### src/rtl/vend_controller.sv
// vend_controller
// Coin-operated vending controller. Accepts $1/$5/$10 coin button edges,
// tracks credit up to MAX_CREDIT, validates one-hot item selection on a buy
// edge, dispenses for one cycle (VEND), then presents change for one cycle
// (CHANGE) before returning to IDLE with credit cleared.
//
// Optional feature macro: AUTO_REFUND_EN
//   When defined, a counter refunds the full credit after TIMEOUT_CYCLES
//   consecutive CREDIT cycles without any coin or buy edge. When undefined,
//   credit is held indefinitely and no counter exists.
//
// Ports:
//   clk          in   rising-edge clock
//   reset        in   asynchronous active-low reset
//   one/five/ten in   coin buttons (level, edge-detected internally)
//   item_input   in   [3:0] item select, one-hot
//   buy_button   in   purchase request (level, edge-detected internally)
//   credit       out  [7:0] current credit
//   vend_item    out  [3:0] one-hot dispense strobe (VEND state only)
//   change_out   out  [7:0] change amount, zero unless change_valid
//   change_valid out  change strobe (CHANGE state only)
//   coin_reject  out  one-cycle strobe for a refused coin sum
//   sel_error    out  one-cycle strobe for a non-one-hot selection at buy
//   insufficient out  one-cycle strobe for credit below price at buy
module vend_controller #(
  parameter int PRICE0         = 1,
  parameter int PRICE1         = 5,
  parameter int PRICE2         = 10,
  parameter int PRICE3         = 15,
  parameter int MAX_CREDIT     = 99,
  parameter int TIMEOUT_CYCLES = 1000
) (
  input  logic       clk,
  input  logic       reset,
  input  logic       one,
  input  logic       five,
  input  logic       ten,
  input  logic [3:0] item_input,
  input  logic       buy_button,
  output logic [7:0] credit,
  output logic [3:0] vend_item,
  output logic [7:0] change_out,
  output logic       change_valid,
  output logic       coin_reject,
  output logic       sel_error,
  output logic       insufficient
);

  typedef enum logic [1:0] {IDLE, CREDIT, VEND, CHANGE} state_t;

  state_t     state, state_nxt;
  logic [7:0] credit_nxt;
  logic [3:0] item_q, item_nxt;
  logic [7:0] price_q, price_nxt;
  logic       prev_one, prev_five, prev_ten, prev_buy;
  logic       one_edge, five_edge, ten_edge, buy_edge;
  logic [4:0] coin_sum;
  logic [8:0] credit_sum;
  logic       sel_onehot;
  logic [7:0] sel_price;
  logic [7:0] credit_eff;
  logic       coin_reject_nxt, sel_error_nxt, insufficient_nxt;

`ifdef AUTO_REFUND_EN
  localparam int TW = $clog2(TIMEOUT_CYCLES + 1);
  logic [TW-1:0] idle_cnt, idle_cnt_nxt;
`endif

  assign one_edge  = one & ~prev_one;
  assign five_edge = five & ~prev_five;
  assign ten_edge  = ten & ~prev_ten;
  assign buy_edge  = buy_button & ~prev_buy;

  // Coins landing on the same edge are summed and accepted or refused together.
  assign coin_sum   = {4'd0, one_edge} + (five_edge ? 5'd5 : 5'd0) + (ten_edge ? 5'd10 : 5'd0);
  assign credit_sum = {1'b0, credit} + {4'd0, coin_sum};

  assign sel_onehot = (item_input != 4'd0) && ((item_input & (item_input - 4'd1)) == 4'd0);

  always_comb begin
    sel_price = 8'd0;
    case (item_input)
      4'b0001: sel_price = 8'(PRICE0);
      4'b0010: sel_price = 8'(PRICE1);
      4'b0100: sel_price = 8'(PRICE2);
      4'b1000: sel_price = 8'(PRICE3);
      default: sel_price = 8'd0;
    endcase
  end

  // Next-state logic. In IDLE/CREDIT the coin is applied first so a buy on
  // the same edge is judged against the updated credit (credit_eff).
  always_comb begin
    state_nxt        = state;
    credit_nxt       = credit;
    item_nxt         = item_q;
    price_nxt        = price_q;
    credit_eff       = credit;
    coin_reject_nxt  = 1'b0;
    sel_error_nxt    = 1'b0;
    insufficient_nxt = 1'b0;
`ifdef AUTO_REFUND_EN
    idle_cnt_nxt     = '0;
`endif
    case (state)
      IDLE, CREDIT: begin
        if (coin_sum != 5'd0) begin
          if (credit_sum > 9'(MAX_CREDIT)) coin_reject_nxt = 1'b1;
          else                             credit_eff      = credit_sum[7:0];
        end
        credit_nxt = credit_eff;
        state_nxt  = (credit_eff != 8'd0) ? CREDIT : IDLE;
        if (buy_edge) begin
          if (!sel_onehot) begin
            sel_error_nxt = 1'b1;
          end else if (credit_eff < sel_price) begin
            insufficient_nxt = 1'b1;
          end else begin
            item_nxt  = item_input;
            price_nxt = sel_price;
            state_nxt = VEND;
          end
        end
`ifdef AUTO_REFUND_EN
        // Refund with a zero price so the whole credit comes back as change.
        if (state == CREDIT && coin_sum == 5'd0 && !buy_edge) begin
          if (idle_cnt == TW'(TIMEOUT_CYCLES - 1)) begin
            state_nxt = CHANGE;
            price_nxt = 8'd0;
          end else begin
            idle_cnt_nxt = idle_cnt + TW'(1);
          end
        end
`endif
      end
      VEND: begin
        if (coin_sum != 5'd0) coin_reject_nxt = 1'b1;
        state_nxt = CHANGE;
      end
      CHANGE: begin
        if (coin_sum != 5'd0) coin_reject_nxt = 1'b1;
        credit_nxt = 8'd0;
        state_nxt  = IDLE;
      end
      default: state_nxt = IDLE;
    endcase
  end

  // Edge-detect registers reset high so buttons held across reset release
  // do not register as a fresh press.
  always_ff @(posedge clk or negedge reset) begin
    if (!reset) begin
      state        <= IDLE;
      credit       <= 8'd0;
      item_q       <= 4'd0;
      price_q      <= 8'd0;
      prev_one     <= 1'b1;
      prev_five    <= 1'b1;
      prev_ten     <= 1'b1;
      prev_buy     <= 1'b1;
      coin_reject  <= 1'b0;
      sel_error    <= 1'b0;
      insufficient <= 1'b0;
`ifdef AUTO_REFUND_EN
      idle_cnt     <= '0;
`endif
    end else begin
      state        <= state_nxt;
      credit       <= credit_nxt;
      item_q       <= item_nxt;
      price_q      <= price_nxt;
      prev_one     <= one;
      prev_five    <= five;
      prev_ten     <= ten;
      prev_buy     <= buy_button;
      coin_reject  <= coin_reject_nxt;
      sel_error    <= sel_error_nxt;
      insufficient <= insufficient_nxt;
`ifdef AUTO_REFUND_EN
      idle_cnt     <= idle_cnt_nxt;
`endif
    end
  end

  assign vend_item    = (state == VEND) ? item_q : 4'd0;
  assign change_valid = (state == CHANGE);
  assign change_out   = change_valid ? (credit - price_q) : 8'd0;

endmodule

### config.mk
export PLATFORM = sky130hd
export DESIGN_NAME = vend_controller
export DESIGN_NICKNAME = d
export VERILOG_FILES = /design/src/rtl/vend_controller.sv
export SDC_FILE = /design/constraint.sdc
export NUM_CORES = 1
export LEC_CHECK = 0
export CAP_MARGIN = 10
export CORE_MARGIN = 2
export CORE_UTILIZATION = 53
export DETAILED_ROUTE_END_ITERATION = 10
export HOLD_SLACK_MARGIN = 0.1
export PLACE_DENSITY = 0.89
export SYNTH_ARGS = -nofsm -noshare
export SYNTH_HDL_FRONTEND = slang
export SYNTH_SLANG_ARGS = --single-unit
### constraint.sdc
create_clock -name clk -period 5.2 [get_ports clk]
set_input_delay 0.78 -clock clk [delete_from_list [all_inputs] [get_ports clk]]
set_output_delay 0.78 -clock clk [all_outputs]
set_load 0.01 [all_outputs]
# [Yosys cells after proc, flatten, opt, wreduce, memory -nomap -nowiden]
# Index checks and enable logic that the tools add are counted.
[word_totals] ff_bits=29 out_inout_bits=24 elab_cells=70
[classes] add_sub_neg=5 magnitude_cmp=2 n_eq_ne=7 muxes=25 bitwise_logic=10 reduce_logical=10
[op_table] operator="$mux W8" n=4
[op_table] operator="$pmux W4 S4" n=1
[op_table] operator="$pmux W8 S2" n=1
[op_table] operator="$mux W1" n=11
[op_table] operator="$add A8 B5 Y9" n=1
[op_table] operator="$gt A9 B7 Y1 const B" n=1
[op_table] operator="$lt A8 B8 Y1" n=1
[op_table] operator="$mux W4" n=2
[op_table] operator="$reduce_bool A8 Y1" n=1
[op_table] operator="$sub A8 B8 Y8" n=1
[op_table] operator="$mux W2" n=3
[op_table] operator="$pmux W2 S3" n=1
[op_table] operator="$add A4 B4 Y5" n=1
[op_table] operator="$not A1 Y1" n=5
[op_table] operator="$reduce_bool A5 Y1" n=1
[op_table] operator="$add A1 B3 Y4" n=1
[op_table] operator="$and A1 B1 Y1" n=4
[op_table] operator="$and A4 B4 Y4" n=1
[op_table] operator="$eq A2 B2 Y1 const B" n=2
[op_table] operator="$eq A4 B1 Y1 const B" n=1
[op_table] operator="$eq A4 B2 Y1 const B" n=1
[op_table] operator="$eq A4 B3 Y1 const B" n=1
[op_table] operator="$eq A4 B4 Y1 const B" n=1
[op_table] operator="$logic_not A4 Y1" n=1
[op_table] operator="other kinds (10)" n=11

# [Longest topological paths before layout]
[depth] depth_word=16 depth_mapped=19 ltp_nobuf=17

# [Worst setup path before layout]
# OpenSTA, ideal clock, no wires.
[synth_timing] path_type="in2reg" start="in five" end="reg item_q[3]" setup_ns=0.125 arrival_time_ns=4.859 t_required_ns=5.075 setup_slack_ns=0.216 cell_stages=17 path_buffers=1 path_cell_list="nor2b_1 > ha_1 > ha_1 > inv_1 > fa_1 > nand2b_1 > a21oi_1 > o22a_1 > nand4_1 > o21ai_2 > clkbuf_1 > o21ai_0 > ha_1 > a2111oi_0 > a21oi_1 > o31ai_4 > mux2_4"
[synth_between] elab_chain_cells=12
[synth_rtl] item="start, declared" line="36" source="input logic five,"
[synth_rtl] item="$and A1 B1 Y1 *" line="70" source="assign five_edge = five & ~prev_five;"
[synth_rtl] item="$mux W3 *" line="75" source="assign coin_sum = {4'd0, one_edge} + (five_edge ? 5'd5 : 5'd0) + (ten_edge ? 5'd10 : 5'd0);"
[synth_rtl] item="$add A1 B3 Y4 *" line="75"
[synth_rtl] item="$add A4 B4 Y5 *" line="75"
[synth_rtl] item="$add A8 B5 Y9" line="76" source="assign credit_sum = {1'b0, credit} + {4'd0, coin_sum};"
[synth_rtl] item="$gt A9 B7 Y1" line="108" source="if (credit_sum > 9'(MAX_CREDIT)) coin_reject_nxt = 1'b1;"
[synth_rtl] item="$mux W8" line="108"
[synth_rtl] item="$mux W8 *" line="107" source="if (coin_sum != 5'd0) begin"
[synth_rtl] item="$mux W8 *" line="105" source="case (state)"
[synth_rtl] item="$lt A8 B8 Y1 *" line="116" source="end else if (credit_eff < sel_price) begin"
[synth_rtl] item="$not A1 Y1 (no line) *"
[synth_rtl] item="$reduce_and A4 Y1 (no line) *"
[synth_rtl] item="end signal, assigned" line="170" source="item_q <= item_nxt;"
[synth_rtl] item="end, declared" line="53" source="logic [3:0] item_q, item_nxt;"
# Every way passes the cells marked *; elsewhere a longest branch is shown, timed or not. The select of a mux whose other input is x is not followed.
# A chain may end at the register's enable or synchronous reset.

# [Final worst setup path]
[layout_timing] start="in five" end="reg item_q[1]"
# Same word-level chain as after synthesis.

==> impl_metrics.tcl <==
set metrics [dict create \
    status "finished, final reports clean" \
    synthArstFlopShare_pct 100 \
    cpPeakStageDelay_ns 0.43 \
    cts.sinks 24 \
    drt_iter0_markers 202 \
    drc 0 \
    wl_per_cell_um 16.0 \
    powerDensity_mw_per_mm2 521 \
    std_cell_rows 21 \
    regArea_um2 606 \
    critPathKind "in -> reg" \
    die_y_um 64.1 \
    synth_seq_cells 24 \
    final-setup-viol-count 0 \
    postCtsHoldBufs 0 \
    io-pin-count 34 \
    diodes 0 \
    netlist.area_leader.share_pct 26.2 \
    slew_headroom_pct 56.7 \
    clock_latency_ns 0.33 \
    num-fill-cells 221 \
    place_inst 305 \
    slew_viol_final 0 \
    detail-route-antenna-nets 0 \
    portBuffers 33 \
    syn_to_final_growth_pct 33.3 \
    vdd_drop_max_mv 0.293 \
    worst-slew-pin-transition_ns 0.644 \
    yosysWarnings 0 \
    syn_nets 237 \
    wl_met2_um 2520 \
    finalCritPeriodShare_pct 99.2 \
    vias 1803 \
    ctsRootBufferMaster "clkbuf_4" \
    p_leak_uw 0.00116 \
    fmax_mhz 194 \
    start_util_pct 56.4 \
    die_area_mm2 0.00410 \
    regToRegEndpoint "item_q[1]$_DFFE_PN0P_" \
    crit_required_ns 5.42 \
    first_global_vias 1747 \
    synth_area_leader_cell "dfrtp_1" \
    startpoint "five" \
    grt_pass1_wl_um 8060 \
    critical_path.cell_chain "clkdlybuf4s50_1 -> nor2b_2 -> ha_1 -> ha_1 -> xor2_1 -> ha_2 -> buf_4 -> nor2_1 -> nand4_1 -> o41ai_2 -> nor3b_4 -> o21ai_2 -> buf_4 -> and2_1 -> a31o_2 -> ha_1 -> o211ai_1 -> a21oi_1 -> o31ai_4 -> buf_4 -> mux2_4" \
    synth-edff-count 0 \
    ff2ff_path_depth 20 \
    wl_met1_um 2050 \
    min_period_ns 5.16 \
    grt_max_degree 25 \
    drive_gt1_share_pct 19.9 \
    htree_levels 1 \
    wirelength_um 4980 \
    finalHoldViolCount 0 \
    syn_area_per_cell_um2 9.06 \
    skew_ns 0.0159 \
    synthCells 211 \
    gp_congestion 0.922 \
    cts_buffer_depth 2 \
    top_layer_used "met4" \
    firstDrtPassIters 4 \
    synth.cell_area_mm2 0.00191 \
    cts.clk_slew.worst_paths_ns 0.13 \
    cp_max_fo 6 \
    min_from "item_q[1]$_DFFE_PN0P_" \
    grt_usage_pct 24.6 \
    finalNetCount 293 \
    synth_cell_types 56 \
    multi_input_area_mm2 0.00125 \
    dpl_cell_area_mm2 0.00244 \
    critical_path.endpoint_type "flip-flop" \
    crit_path_start_kind "input pin" \
    maxCapViolations 0 \
    dp_hpwl_um 3630 \
    met3_length_um 275 \
    cts_tree "done" \
    whs_path_depth 1 \
    vias_per_cell 5.78 \
    worstReg2RegStart "prev_five$_DFF_PN1_" \
    coreArea_mm2 0.00339 \
    fin_cells 312 \
    ys.flop_type "dfrtp_1" \
    overflow 0 \
    arrival_ns 5.38 \
    synth.area.top_cells "dfrtp_1 (26%), ha_1 (9.2%), nor2_1 (5.7%)" \
    antenna_found_initial 0 \
    numCtsBuffers 3 \
    hold_end "item_q[1]$_DFFE_PN0P_" \
    seq_area_frac_synth_pct 31.7 \
    die_w_um 64.1 \
    reg2reg_setup_slack_ns 0.49 \
    min_path_type "reg -> reg" \
    fin_area_mm2 0.00255 \
    cpMaxStageDelayCell "clkdlybuf4s50_1" \
]
-- cells in the final DEF (no fill, tap or decap), types with 2 or more instances in the layout --
cell	count
a21oi_2	2
xnor2_1	5
nand2_1	13
a211oi_1	4
and2_1	5
nor2_1	29
xor2_1	6
nand4_1	2
o211ai_1	3
a31o_2	2
a21o_1	4
or2_2	2
a211oi_2	2
a21oi_1	5
o41ai_1	2
dfrtp_1	20
ha_1	13
mux2_4	4
inv_1	12
nor4_1	5
o31ai_1	2
mux2i_1	5
o21ai_0	9
buf_4	25
a22o_1	3
dfstp_2	4
clkdlybuf4s50_1	33
nand2b_1	3
nor4b_1	3
or3_1	2
nor2b_1	3
fa_1	2
clkbuf_4	3
and3_1	3
-- synthesized netlist by cell type, types with 5 or more instances --
master and n:
and2_1 5, mux2i_1 5, nor4_1 5, a21oi_1 6, nand2_1 13, xor2_1 6, a211oi_1 5, xnor2_1 5
inv_1 12, o21ai_0 9, nor2_1 29, dfrtp_1 20, ha_1 14
-- power breakdown --
part	switching [uW]	leakage, uW	internal (uW)	total, uW
Clock	63.3	0.0000279	78.0	141
Combinational	412	0.000837	424	836
Sequential	103	0.000293	248	351
Total	578	0.00116	750	1330
-- critical path: cells and delay by family --
family,cells,cell delay [ns]
muxes,1,0.30
buffers and inverters,4,0.91
and+or+nand+nor,5,1.10
xor gates and xnor gates,1,0.19
adders and majority gates,4,0.90
AOI/OAI and AO/OA,6,1.19
-- how the worst max path moves through the flow --
| stage | end | cells past startpoint | slack [ns] |
|---|---|---|---|
| 2_1_floorplan | item_q[3]$_DFFE_PN0P_ | 17 | 0.22 |
| 3_3_place_gp | price_q[0]$_DFFE_PN0P_ | 20 | -0.05 |
| 3_5_place_dp | price_q[0]$_DFFE_PN0P_ | 20 | -0.26 |
| 4_1_cts | price_q[0]$_DFFE_PN0P_ | 20 | 0.09 |
| 5_1_grt | item_q[0]$_DFFE_PN0P_ | 21 | -0.05 |
| 6_report | item_q[1]$_DFFE_PN0P_ | 21 | 0.04 |
-- routing by layer --
| layer | GRT usage (%) | vias to the layer above |
|---|---|---|
| li1 | - | 875 |
| met1 | 29.9 | 841 |
| met2 | 44.0 | 69 |
| met3 | 5.46 | 18 |
| met4 | 5.98 | 0 |
| met5 | 0 | - |
-- sequential cells by signal, indices dropped and copies added (netlist names) --
name / cells
prev_five: 1
credit: 8
insufficient: 1
sel_error: 1
prev_buy: 1
item_q: 4
prev_one: 1
coin_reject: 1
price_q: 3
state: 2
prev_ten: 1
-- repair_timing --
action                                  in CTS  in global routing
buffers inserted                             0                  2
endpoints found under the setup margin       0                  9
gates resized for setup                      0                  6
-- area by class of cell --
class,count,share of cell area [%]
Inverter,12,1.77
Clock inverter,1,1.18
Clock buffer,3,0.884
Sequential cell,24,23.8
Tap cell,46,2.26
Timing Repair Buffer,59,20.9
Multi-Input combinational cell,167,49.2
-- cell families (layout without fill, tap and decap cells) --
kind of cell               count (synthesis)  count (layout)  synth area share [%]
AOI/OAI and AO/OA                         50              50                  20.1
xor gates and xnor gates                  11              11                  5.04
adders and majority gates                 16              16                  11.3
buffers and inverters                     20              75                  4.12
DFF                                       24              24                  31.7
muxes                                      9               9                  5.76
and+or+nand+nor                           81              81                  22.1
-- per-stage QoR --
stage | setup WS [ns] | TNS, ns | hold WS (ns) | utilization, % | total power (uW)
after global routing | -0.0546 | -0.198 | 0.554 | 75.2 | 1420
after detailed placement | -0.257 | -2.09 | 0.489 | 71.9 | 1150
final | 0.0437 | 0 | 0.528 | 75.2 | 1330
after floorplan | 0.216 | 0 | 0.473 | - | 845
after CTS | 0.0888 | 0 | 0.530 | 73.5 | 1300
after global placement | -0.0547 | -0.346 | 0.496 | 71.9 | 1110
(Power assumes the default switching activity.)
